## src/rtl/mem_port_arbiter.sv

```systemverilog
// Shares one memory port between fetch and data access; data wins unless fetch has starved.
// Optional ARB_PERF_CNT_EN adds saturating conflict/starvation counters.
module mem_port_arbiter #(
  parameter int AW         = 16,
  parameter int DW         = 16,
  parameter int STREAK_MAX = 4
) (
  input  logic          clk,
  input  logic          rst_n,
  input  logic          if_req,
  input  logic [AW-1:0] if_addr,
  output logic          if_gnt,
  output logic          if_valid,
  output logic [DW-1:0] if_rdata,
  input  logic          dm_req,
  input  logic          dm_we,
  input  logic          dm_byte,
  input  logic [AW-1:0] dm_addr,
  input  logic [DW-1:0] dm_wdata,
  output logic          dm_gnt,
  output logic          dm_valid,
  output logic [DW-1:0] dm_rdata,
  output logic          mem_req,
  output logic          mem_we,
  output logic          mem_byte,
  output logic [AW-1:0] mem_addr,
  output logic [DW-1:0] mem_wdata,
  input  logic [DW-1:0] mem_rdata,
  input  logic          mem_ready,
  output logic          fetch_stall
`ifdef ARB_PERF_CNT_EN
  ,
  output logic [15:0]   perf_conflict,
  output logic [15:0]   perf_starve
`endif
);

  typedef enum logic [1:0] {
    IDLE,
    BUSY_IF,
    BUSY_DM
  } state_t;

  localparam logic [3:0] SMAX = 4'(STREAK_MAX);

  state_t     state_q, state_d;
  logic [3:0] streak_q, streak_d;
  logic       starved;
  logic       dm_win;

  assign starved     = (streak_q == SMAX);
  assign dm_win      = dm_req & ~(if_req & starved);
  assign fetch_stall = if_req & ~if_gnt;

  always_comb begin
    state_d  = state_q;
    streak_d = streak_q;
    if_gnt   = 1'b0;
    dm_gnt   = 1'b0;
    unique case (state_q)
      IDLE: begin
        if (dm_win) begin
          dm_gnt  = 1'b1;
          state_d = BUSY_DM;
        end else if (if_req) begin
          if_gnt  = 1'b1;
          state_d = BUSY_IF;
        end
        if (dm_win & if_req)
          streak_d = starved ? SMAX : streak_q + 4'd1;
        else
          streak_d = 4'd0;
      end
      BUSY_IF: if (mem_ready) state_d = IDLE;
      BUSY_DM: if (mem_ready) state_d = IDLE;
      default: state_d = IDLE;
    endcase
    // A grant during reset would be dropped, so never show one.
    if (!rst_n) begin
      if_gnt = 1'b0;
      dm_gnt = 1'b0;
    end
  end

  always_ff @(posedge clk) begin
    if (!rst_n) begin
      state_q   <= IDLE;
      streak_q  <= 4'd0;
      if_valid  <= 1'b0;
      dm_valid  <= 1'b0;
      if_rdata  <= '0;
      dm_rdata  <= '0;
      mem_req   <= 1'b0;
      mem_we    <= 1'b0;
      mem_byte  <= 1'b0;
      mem_addr  <= '0;
      mem_wdata <= '0;
    end else begin
      state_q  <= state_d;
      streak_q <= streak_d;
      if_valid <= (state_q == BUSY_IF) & mem_ready;
      dm_valid <= (state_q == BUSY_DM) & mem_ready;
      if ((state_q == BUSY_IF) & mem_ready)
        if_rdata <= mem_rdata;
      if ((state_q == BUSY_DM) & mem_ready & ~mem_we)
        dm_rdata <= mem_rdata;
      if (dm_gnt) begin
        mem_req   <= 1'b1;
        mem_we    <= dm_we;
        mem_byte  <= dm_byte;
        mem_addr  <= dm_addr;
        mem_wdata <= dm_wdata;
      end else if (if_gnt) begin
        mem_req   <= 1'b1;
        mem_we    <= 1'b0;
        mem_byte  <= 1'b0;
        mem_addr  <= if_addr;
        mem_wdata <= '0;
      end else if (mem_ready) begin
        mem_req   <= 1'b0;
      end
    end
  end

`ifdef ARB_PERF_CNT_EN
  // A fetch grant with data also pending can only come from the streak limit.
  always_ff @(posedge clk) begin
    if (!rst_n) begin
      perf_conflict <= '0;
      perf_starve   <= '0;
    end else begin
      if ((state_q == IDLE) & if_req & dm_req & (perf_conflict != 16'hFFFF))
        perf_conflict <= perf_conflict + 16'd1;
      if (if_gnt & dm_req & (perf_starve != 16'hFFFF))
        perf_starve <= perf_starve + 16'd1;
    end
  end
`endif

endmodule

```

## config.mk

```make
export PLATFORM = sky130hd
export DESIGN_NAME = mem_port_arbiter
export DESIGN_NICKNAME = d
export VERILOG_FILES = /design/src/rtl/mem_port_arbiter.sv
export SDC_FILE = /design/constraint.sdc
export NUM_CORES = 1
export LEC_CHECK = 0
export BUFFER_PORTS_ARGS = -buffer_cell sky130_fd_sc_hd__buf_2
export CAP_MARGIN = 20
export CORE_MARGIN = 2
export CORE_UTILIZATION = 41
export CTS_CLUSTER_SIZE = 10
export DETAILED_ROUTE_END_ITERATION = 10
export PLACE_DENSITY = 0.75
export SYNTH_ARGS = -nofsm -noshare
export SYNTH_HDL_FRONTEND = slang
export SYNTH_SLANG_ARGS = --single-unit
export TNS_END_PERCENT = 30
```

## constraint.sdc

```tcl
create_clock -name clk -period 1.8 [get_ports clk]
set_input_delay 0.27 -clock clk [delete_from_list [all_inputs] [get_ports clk]]
set_output_delay 0.27 -clock clk [all_outputs]
set_load 0.05 [all_outputs]
```

==> metrics <==
Pwr per Cell Area=1030 nW/um^2; Clock power frac=0.342; Worst-path clk slew=0.08 ns; initial drt markers=134; Post-synth EDFFs=0; Num CTS Buffers=9; number of port buffers=142; Worst Path Class, Setup=reg2out; post-synthesis sequential area ratio=0.512; Synth Warn #=0; TritonCTS clock tree=yes; Filler cells=644; post-place setup slack=0.0917 ns; maximum fanout along the worst path=5; grt ovf=0; Synth Area per Inst=8.84 um^2; Clock Tree Buf Depth=2; post-synth top area share=0.512; ANT cells=0; PnR worst setup slack=-0.0721 ns; core area=6870 um^2; Cell Area, Synth=2930 um^2; min cycle time layout=1.87 ns; Crit. End Element=output port; total leakage power=0.00187 uW; I/O pins=143; Startpoint Class=flip-flop; non-filler cells, final=578; Setup TNS=-0.0989 ns; R2R Setup Slk=0.14 ns; Final HPWL DP=5450 um; routed vias/inst=5.04; maximum number of pins on one net before global-route repair=41; most frequent cells in the layout=buf_2, dfxtp_1, nand2_1, a21oi_1, o21ai_0; synth-to-layout area growth=37.8%; synthesis-stage register bit count=75; hold_sp=dm_wdata[2]; Post-Place Cells=559; ys async rst share=0; initial antenna violation count=0; DIE HEIGHT=88.6 um; switching share of power=0.312; r2r worst-path depth=8; worst reg2reg path startpoint=streak_q[0]$_SDFFE_PN0N_; Worst EP required=1.53 ns; CTS H-tree depth=3; fmax=534 MHz; Final Hold Fails=0; Die Width=88.6 um; count of mapped cells out of synthesis=332; combinational share of power=0.223; Min-Delay Path Depth=2; antenna-violating nets left=0; Sink Count=75; Worst-Skew Late Latency=0.34 ns; Die Area=7850 um^2; sequential cell area=1500 um^2; hold_ws=0.149 ns; Routed WL=7600 um; main flop type after synthesis=dfxtp_1; number of global-route vias before repair=2620; most area-hungry cell type in the Yosys netlist=dfxtp_1; Worst IR Drop VDD=0.475 mV; WL per Instance=13.2 um; max-cap viol count=0; HP Class=in2reg; first-pass GRT wire length=11800 um; Slew Limit Fails=0; Slew @ Worst Pin=0.683 ns; largest cells by area after synthesis=dfxtp_1, nand2_1, a21oi_1, o21ai_0, a22o_2; final critical-path share of the clock period=1.04; detailed-route via count=2914; Starting Density=0.427; Pint=2870 uW; Multi-input gate area=1310 um^2; Final Wtd Congestion=0.799; failing checks=negative setup slack; DRC viols=0; CTS hold repair buffers=0; Total GRT Usage=0.191; WP data arrival=1.60 ns; clk root buf=clkbuf_8; Netlist cell types=36; # rows=30; count of nets after finishing=553; TritonRoute pass-1 iters=4; most common cell after layout, fill and taps aside=buf_2; RSZ-0062 raised after global routing=yes; Worst Skew=0.0121 ns; sequential share of power=0.436; Syn Nets=408; layout cell share with drive strength beyond 1=0.415; final setup fails=3; Psw=1300 uW; relative slew slack=0.544; status=finished with violations; Core Util, Final=0.589; worst r2r dst=mem_addr[4]$_SDFFE_PN0P_; WHS Endpoint=mem_wdata[2]$_SDFFE_PN0P_
## what timing repair did
action / CTS / global route
setup endpoints to repair: 3 / 7
cloned: 0 / 0
pin swaps: 2 / 1
buffers inserted: 4 / 0
endpoints found under the hold margin: 0 / 0
gates resized for setup: 12 / 3
## through the flow
step | area [um^2] | total power [uW]
2_1_floorplan | 2940 | 2500
3_3_place_gp | 3750 | 2750
3_5_place_dp | 3750 | 2770
4_1_cts | 4040 | 4200
5_1_grt | 4040 | 4360
6_report | 4040 | 4170
## how the worst max path moves through the flow
stage                              from      to  slack [ns]  cells past startpoint
2_1_floorplan  streak_q[0]$_SDFFE_PN0N_  dm_gnt        0.03                      6
3_3_place_gp   streak_q[1]$_SDFFE_PN0N_  dm_gnt        0.14                      5
3_5_place_dp   streak_q[1]$_SDFFE_PN0N_  dm_gnt        0.09                      5
4_1_cts        streak_q[1]$_SDFFE_PN0N_  if_gnt       -0.03                      6
5_1_grt        streak_q[1]$_SDFFE_PN0N_  if_gnt       -0.15                      6
6_report       streak_q[1]$_SDFFE_PN0N_  if_gnt       -0.07                      6
## cell type report
cell class | count | share of cell area
clock buffer | 10 | 0.0340
tap | 96 | 0.0297
inverter | 10 | 0.00928
sequential | 75 | 0.372
clock inverter | 6 | 0.0213
timing repair buffer | 159 | 0.211
multi-input combinational | 222 | 0.323
## synthesized netlist by cell type (4+ instances only)
master / instances
o21a_1: 5
o221a_2: 4
o21ai_0: 26
a31oi_1: 14
nand3_1: 16
nand4b_1: 4
clkbuf_1: 15
nor2_1: 5
a22o_1: 9
a22o_2: 9
buf_2: 7
inv_1: 9
a21oi_1: 36
nand2_1: 68
dfxtp_1: 75
ha_1: 5
## logic make-up after synthesis
kind of cell / after synthesis / share of synthesized area
AO/OA/AOI/OAI: 109 / 0.240
adder cells (fa/ha/maj): 5 / 0.0213
flip-flops: 75 / 0.512
AND/OR/NAND/NOR: 108 / 0.173
buffers and inverters: 35 / 0.0542
## sequential cells by signal, summed over array words and instances (netlist names), 2 cells and up
register / cells
mem_wdata: 16
dm_rdata: 16
state_q: 2
mem_addr: 16
streak_q: 4
if_rdata: 16
## power groups by stage
stage / combinational (uW) / sequential, uW / clock, uW
2_1_floorplan: 299 / 2200 / 0
3_3_place_gp: 899 / 1850 / 0
3_5_place_dp: 915 / 1850 / 0
4_1_cts: 928 / 1820 / 1450
5_1_grt: 993 / 1830 / 1540
6_report: 928 / 1820 / 1420
## per-layer routing
layer / up-vias / part of all wire / track usage
met5: - / 0 / 0
met4: 0 / 0.010 / 0.0606
met2: 113 / 0.47 / 0.325
met3: 7 / 0.081 / 0.0532
met1: 1336 / 0.43 / 0.234
li1: 1458 / - / -
## critical path, cell delays in order (launching register included)
cell and delay, ns:
dfxtp_2 0.33, inv_2 0.07, ha_4 0.15, nand4b_1 0.16
a21oi_2 0.23, and2_4 0.18, buf_8 0.14
No activity file was read; power rests on OpenSTA's default activity.
